<file path="config.mk">
export PLATFORM = sky130hd
export DESIGN_NAME = rf_wb_arbiter
export DESIGN_NICKNAME = d
export VERILOG_FILES = /design/src/rtl/rf_wb_arbiter.sv
export SDC_FILE = /design/constraint.sdc
export NUM_CORES = 1
export LEC_CHECK = 0
export ABC_AREA = 1
export CELL_PAD_IN_SITES_DETAIL_PLACEMENT = 1
export CELL_PAD_IN_SITES_GLOBAL_PLACEMENT = 2
export CORE_MARGIN = 10
export CORE_UTILIZATION = 26
export DETAILED_ROUTE_END_ITERATION = 8
export PLACE_DENSITY_LB_ADDON = 0.15
export SLEW_MARGIN = 10
export SYNTH_ARGS = -nofsm -noshare
export SYNTH_HDL_FRONTEND = slang
export SYNTH_SLANG_ARGS = --single-unit
export TNS_END_PERCENT = 50
</file>
<file path="constraint.sdc">
create_clock -name clk -period 12.6 [get_ports clk]
set_input_delay 2.52 -clock clk [delete_from_list [all_inputs] [get_ports clk]]
set_output_delay 2.52 -clock clk [all_outputs]
set_load 0.005 [all_outputs]
</file>
<file path="src/rtl/rf_wb_arbiter.sv">
// Round-robin arbiter sharing the single regfile write port among NREQ writeback sources,
// with a registered write-port drive and a per-register pending-write scoreboard.
module rf_wb_arbiter #(
   parameter int NREQ        = 3,
   parameter int XLEN        = 32,
   parameter int RFIDX_WIDTH = 5,
   parameter int ADDR_SIZE   = 32
) (
   input  logic                        clk,
   input  logic                        rstn,
   input  logic [NREQ-1:0]             req_valid,
   output logic [NREQ-1:0]             req_ready,
   input  logic [NREQ*RFIDX_WIDTH-1:0] req_addr,
   input  logic [NREQ*XLEN-1:0]        req_data,
   input  logic [NREQ*ADDR_SIZE-1:0]   req_pc,
   input  logic                        alloc_valid,
   input  logic [RFIDX_WIDTH-1:0]      alloc_addr,
   input  logic [RFIDX_WIDTH-1:0]      rs1_addr,
   input  logic [RFIDX_WIDTH-1:0]      rs2_addr,
   output logic                        rs1_busy,
   output logic                        rs2_busy,
   output logic                        rf_write,
   output logic [RFIDX_WIDTH-1:0]      rf_waddr,
   output logic [XLEN-1:0]             rf_wdata,
   output logic [ADDR_SIZE-1:0]        rf_pc
);

   localparam int PTR_W = (NREQ > 1) ? $clog2(NREQ) : 1;
   localparam int NREGS = 1 << RFIDX_WIDTH;

   logic [PTR_W-1:0]       rr_ptr;
   logic [PTR_W-1:0]       gnt_idx;
   logic                   gnt_found;
   logic [RFIDX_WIDTH-1:0] sel_addr;
   logic [XLEN-1:0]        sel_data;
   logic [ADDR_SIZE-1:0]   sel_pc;
   logic [NREGS-1:0]       busy;
   logic [NREGS-1:0]       busy_nxt;

   // Search starts just past the last winner so every source gets a turn.
   always_comb begin
      int cand;
      gnt_idx   = '0;
      gnt_found = 1'b0;
      sel_addr  = '0;
      sel_data  = '0;
      sel_pc    = '0;
      cand      = 0;
      for (int k = 1; k <= NREQ; k++) begin
         cand = (int'(rr_ptr) + k) % NREQ;
         if (!gnt_found && req_valid[cand]) begin
            gnt_found = 1'b1;
            gnt_idx   = PTR_W'(cand);
            sel_addr  = req_addr[cand*RFIDX_WIDTH +: RFIDX_WIDTH];
            sel_data  = req_data[cand*XLEN +: XLEN];
            sel_pc    = req_pc[cand*ADDR_SIZE +: ADDR_SIZE];
         end
      end
      if (!rstn)
         gnt_found = 1'b0;
   end

   assign req_ready = gnt_found ? (NREQ'(1) << gnt_idx) : '0;

   // Alloc is applied after the clear so a same-register set wins.
   always_comb begin
      busy_nxt = busy;
      if (gnt_found && (sel_addr != '0))
         busy_nxt[sel_addr] = 1'b0;
      if (alloc_valid && (alloc_addr != '0))
         busy_nxt[alloc_addr] = 1'b1;
      busy_nxt[0] = 1'b0;
   end

   always_ff @(posedge clk) begin
      if (!rstn) begin
         rr_ptr   <= PTR_W'(NREQ - 1);
         rf_write <= 1'b0;
         rf_waddr <= '0;
         rf_wdata <= '0;
         rf_pc    <= '0;
         busy     <= '0;
      end else begin
         busy <= busy_nxt;
         if (gnt_found) begin
            rr_ptr   <= gnt_idx;
            rf_write <= (sel_addr != '0);
            rf_waddr <= sel_addr;
            rf_wdata <= sel_data;
            rf_pc    <= sel_pc;
         end else begin
            rf_write <= 1'b0;
         end
      end
   end

   assign rs1_busy = busy[rs1_addr];
   assign rs2_busy = busy[rs2_addr];

endmodule
</file>
### Yosys cells after proc, flatten, opt, wreduce, memory -nomap -nowiden

Index checks and enable logic that the tools add are counted.

| storage, ports and cells | value |
|---|---|
| flip-flop bits (word level) | 104 |

| operators by class | value |
|---|---|
| bitwise gates (word level) | 3 |
| multiplexer cells | 36 |
| divide/modulo/power cells | 3 |
| shift-type cells | 10 |
| multiply operators | 3 |
| $lt $le $gt $ge | 9 |
| reduce and logical (&&, ||, !) cells | 11 |
| add/subtract/negate cells | 3 |

Operators by type and width:

| kind | count |
|---|---|
| $shiftx A96 B32 Y32 | 6 |
| $mux W32 | 8 |
| $lt A32 B4 Y1 const B | 3 |
| $mod A32 B3 Y32 const B | 3 |
| $mul A32 B4 Y32 const B | 3 |
| $shiftx A15 B32 Y5 | 3 |
| $and A32 B32 Y32 | 1 |
| $not A32 Y32 | 1 |
| $or A32 B32 Y32 | 1 |
| $lt A5 B6 Y1 const B | 4 |
| $mux W5 | 3 |
| $mux W1 | 14 |
| $bmux W1 S5 | 2 |
| $demux W1 S5 | 2 |
| $ge A5 B1 Y1 const B | 2 |
| $reduce_bool A5 Y1 | 2 |
| $add A2 B2 Y3 const B | 2 |
| $bmux W1 S2 | 3 |
| $logic_and A1 B1 Y1 | 6 |
| $mux W2 | 3 |
| $add A2 B1 Y3 const B | 1 |
| $mux W3 | 1 |
| $shl A1 B2 Y3 const A | 1 |
| $logic_not A1 Y1 | 2 |
| $reduce_and A2 Y1 | 1 |

### Longest topological paths before layout

| logic depth | value |
|---|---|
| word-level depth | 21 |
| depth in mapped cells | 30 |
| depth with buffers taken out | 28 |

### Worst setup path after synthesis

Ideal clock, no wire load.

| timing path | value |
|---|---|
| path type | input to output |
| start point | input req_valid[1] |
| end point | output req_ready[0] |
| stages | 11 |
| path slack | 6376 ps |
| arrival | 3704 ps |
| cell sequence | inv_1 -> o21ai_1 -> nand2_1 -> nand2_1 -> nor3_1 -> inv_1 -> nand2_2 -> clkinv_1 -> buf_2 -> nand2_1 -> nor3_1 |

| on the way | value |
|---|---|
| cells in the longest elaborated chain, start to end | 12 |
| elaborated cells between the ends (all ways) | 22 |
| classes of those cells | shift (1); mux (17); reduce/logical (4) |

Ends and longest elaborated chain:

| what | RTL line | RTL |
|---|---|---|
| start, declared | 11 | `input logic [NREQ-1:0] req_valid,` |
| $bmux W1 S2 | 51 | `if (!gnt_found && req_valid[cand]) begin` |
| $mux W1 (implied by the code) (2 in a row) | 51 |  |
| $mux W1 | 51 |  |
| $logic_not A1 Y1 | 51 |  |
| $logic_and A1 B1 Y1 | 51 |  |
| $mux W1 | 51 |  |
| $logic_not A1 Y1 | 51 |  |
| $logic_and A1 B1 Y1 | 51 |  |
| $mux W2 or $mux W1 (tied branches) | 51 |  |
| $shl A1 B2 Y3 or $mux W1 (tied branches) | 63, 59 |  |
| $mux W3 * | 63 | `assign req_ready = gnt_found ? (NREQ'(1) << gnt_idx) : '0;` |
| end, declared | 12 | `output logic [NREQ-1:0] req_ready,` |

Every way passes the cells marked *; elsewhere a longest branch is shown, timed or not. The select of a mux whose other input is x is not followed.

### Final worst setup path

| timing path | value |
|---|---|
| start point | input req_valid[0] |
| end point | output req_ready[1] |

Same word-level chain as after synthesis.

==> summary.md <==
| Metric | Value |
|---|---|
| Detail Route Antenna Nets | `0` |
| Total track usage | `23.0%` |
| Die area | `49300 sq um` |
| Largest area contributor in the synthesized netlist | `dfxtp_1` |
| Sum of overflow across all layers after global routing | `0` |
| Mean instance size in the synthesized netlist | `5.74 sq um` |
| Number of DRC markers in iteration 0 | `860` |
| TritonCTS buffer count | `9` |
| Final clock period utilization by the worst path | `63.0%` |
| Clock latency on the worst-skew pair | `0.40 ns` |
| Pre-CTS setup slack | `4.59 ns` |
| RR Startpoint | `rr_ptr[1]` |
| Global-route wire length before repair | `90100 um` |
| Measured slew at the worst slew-check pin | `1.06 ns` |
| Clock Root Buffer | `clkbuf_16` |
| Slowest cell delay on critical path | `0.75 ns` |
| RSZ-0062 raised after global routing | `no` |
| IO Count | `303` |
| Uppermost signal routing layer after detailed routing | `met5` |
| Overall die height | `222 um` |
| Num rows | `73` |
| Gpl congestion | `0.836` |
| Register area share after synthesis | `19.4%` |
| Post-layout net count | `2283` |
| Final routed wire length divided by cell count | `23.1 um` |
| Data arrival at the endpoint of the critical path | `5.42 ns` |
| Ratio of cells with drive above 1 in the final layout | `3.96%` |
| CTS resizes | `0` |
| Filler Cell Count | `5239` |
| Count of final max-slew check failures | `0` |
| Biggest fanout along the worst timing path | `72` |
| Die X | `222 um` |
| Bufs and invs on worst path | `5` |
| Post-route cell area | `14200 sq um` |
| Relative area change from synthesis to final layout | `33.7%` |
| Total power per unit cell area | `274 nW/um^2` |
| Count of maximum capacitance violations | `0` |
| Total count of hold-check failures in the final report | `0` |
| Pin count of the biggest net entering global routing | `83` |
| Worst Hold Launch | `rf_pc[15]` |
| Critical path class | `input port to output pin` |
| Synthesis Warnings | `0` |
| Outcome | `finished, final reports clean` |
| Endpoint class of the critical path | `output pin` |
| Cell Chain, Critical Path | `clkdlybuf4s50_1 -> o211ai_4 -> inv_2 -> nor3_1 -> inv_1 -> nand2_4 -> buf_4 -> nor2_1 -> clkdlybuf4s50_1` |
| Count leader, synth | `nand2_1` |
| Peak ir drop on the vdd network | `0.000213 V` |
| Type of the tightest min-delay check | `flip-flop to flip-flop` |
| Min Tclk post-route | `7.94 ns` |
| Antenna violations before repair | `17` |
| Clock tree from TritonCTS | `yes` |
| Sum of met3 wire segment lengths after detailed routing | `3660 um` |
| Leakage dissipation | `5.44 nW` |
| Combined area of all synthesized cells | `10600 sq um` |
| M1 wire length | `26200 um` |
| Vias per Instance | `5.52` |
| Clock Skew | `0.0226 ns` |
| Most frequently used flop master after synthesis | `dfxtp_1` |
| Sinks on Clock Net | `103` |
| Required time at the endpoint of the critical path | `10.08 ns` |
| Post-route setup slack | `4.66 ns` |
| Total setup buffers inserted after CTS | `0` |
| Fraction of post-synthesis cell area in the top cell type by area | `19.4%` |
| Post-route total power | `3.89 mW` |
| Vias in the first global route | `14700` |
| Count of unique library cells instantiated by Yosys | `41` |
| Wire length reported by the detailed router | `59500 um` |
| Met2 wire len | `28400 um` |
| Synth Instances | `1846` |
| CTS clock-pin slew for the worst setup and hold paths | `0.07 ns` |
| Synthesized flop and latch total | `103` |
| Port Buffer Count | `302` |
| Area inside the core boundary | `40000 sq um` |
| Share of synthesized registers carrying an async set or reset | `0%` |
| Synthesized net count | `2089` |
| Detailed Place HPWL | `40900 um` |
| Post-synth EDFFs | `0` |
| Via count | `14200` |
| Cell seen most often among critical-path stages | `clkdlybuf4s50_1` |
| H-tree Lvls | `3` |
| First-pass iteration count of the detailed router | `5` |
| Leading cell types by count after synthesis | `nand2_1, a21oi_1, nor2_1, o21ai_0, inv_1` |
| Max-Slew Margin vs Limit | `29.5%` |
| Post-detailed-route DRC marker count | `0` |
| Fmax | `126 MHz` |
| Starting Density | `26.5%` |
| Setup-violating endpoint count in the final report | `0` |
| Clock Tree Buf Depth | `2` |
| Total negative setup slack | `0 ns` |
| Slowest cell on crit path | `buf_4` |
| Number of hold buffers added after cts | `0` |
| Worst setup path startpoint | `req_valid[0]` |
| Dpl cell area | `13900 sq um` |
| Largest cells by area after synthesis | `dfxtp_1, nand2_1, a21oi_1` |
| CP top delay family | `buffers and inverters` |
| Setup crit start kind | `input port` |
## path summary, 6_finish.rpt
| check | endpoint | slack (ns) | depth (start not counted) |
|---|---|---|---|
| max reg2reg | busy[18] | 6.22 | 25 |
| min reg2reg | rf_pc[15] | 0.46 | 2 |
| max | req_ready[1] | 4.66 | 9 |
| min | rf_pc[15] | 0.46 | 2 |
## worst register-to-register path, stage by stage (launching register included)
cell,delay (ns)
dfxtp_1,0.49
inv_1,0.18
ha_2,0.79
buf_4,0.60
nand2_1,0.21
o21ai_4,0.32
buf_4,0.68
ha_1,0.22
inv_1,0.06
fa_1,0.43
inv_1,0.06
nand2_1,0.05
nand2_1,0.18
inv_1,0.17
nand3_1,0.10
nand2_1,0.06
nand2_1,0.05
o21ai_0,0.09
nand2_1,0.07
nand3_1,0.39
inv_1,0.43
nand3_1,0.21
nor2_1,0.14
nand3_1,0.11
nand2_1,0.09
a21oi_1,0.05
## metal layers
metal	track usage [%]	vias to the layer above
li1	-	6776
met1	28.6	6972
met2	38.5	385
met3	5.42	79
met4	6.89	18
met5	0	-
## metrics by stage
step	hold WS (ns)	utilization (%)	cells
2_1_floorplan	0.446	-	1846
3_3_place_gp	0.443	34.7	2554
3_5_place_dp	0.452	34.7	2554
4_1_cts	0.467	35.4	2569
5_1_grt	0.499	35.4	2575
6_report	0.464	35.4	2579
## cell families (layout without fill, tap and decap cells)
family          after synthesis  after routing  synth area share (%)
compound gates              681            681                  38.3
flops                       103            103                  19.4
xor+xnor                      1              1                0.0826
other cells                   0             10                     0
fa+ha+maj                    15             15                  1.98
buf+inv                     317            515                  12.2
simple gates                729            729                  28.0
## layout make-up
| class | count | area [sq um] | area share, % |
|---|---|---|---|
| multi-input cells | 1426 | 7310 | 51.6 |
| inverters | 179 | 677 | 4.77 |
| clock buffers | 10 | 239 | 1.69 |
| well taps | 525 | 657 | 4.63 |
| clock inverters | 5 | 40.0 | 0.282 |
| diodes | 10 | 25.0 | 0.176 |
| flip-flops and latches | 103 | 2060 | 14.5 |
| repair buffers | 321 | 3170 | 22.3 |
## where the power goes
| group | switching, mW | leakage [nW] | total [mW] | internal [mW] |
|---|---|---|---|---|
| combinational | 2.19 | 4.47 | 3.17 | 0.978 |
| clock | 0.158 | 0.128 | 0.298 | 0.140 |
| sequential | 0.0376 | 0.840 | 0.423 | 0.386 |
## registers in the layout, indices dropped and copies added (netlist names)
register,count
rf_wdata,32
busy,31
rf_waddr,5
rr_ptr,2
rf_write,1
rf_pc,32
## cells in the final DEF (no fill, tap or decap), types with 31 or more instances in the layout
master / synthesis / final
clkdlybuf4s50_1: 0 / 302
a21oi_1: 237 / 237
nand3_1: 78 / 78
nand2_1: 422 / 421
nor2_1: 188 / 183
o22ai_1: 59 / 59
dfxtp_1: 103 / 103
o211ai_1: 31 / 31
a221oi_1: 60 / 60
o21ai_0: 179 / 178
o21ai_1: 31 / 31
inv_1: 161 / 161
Note: power is estimated with default switching activity, not from simulation.
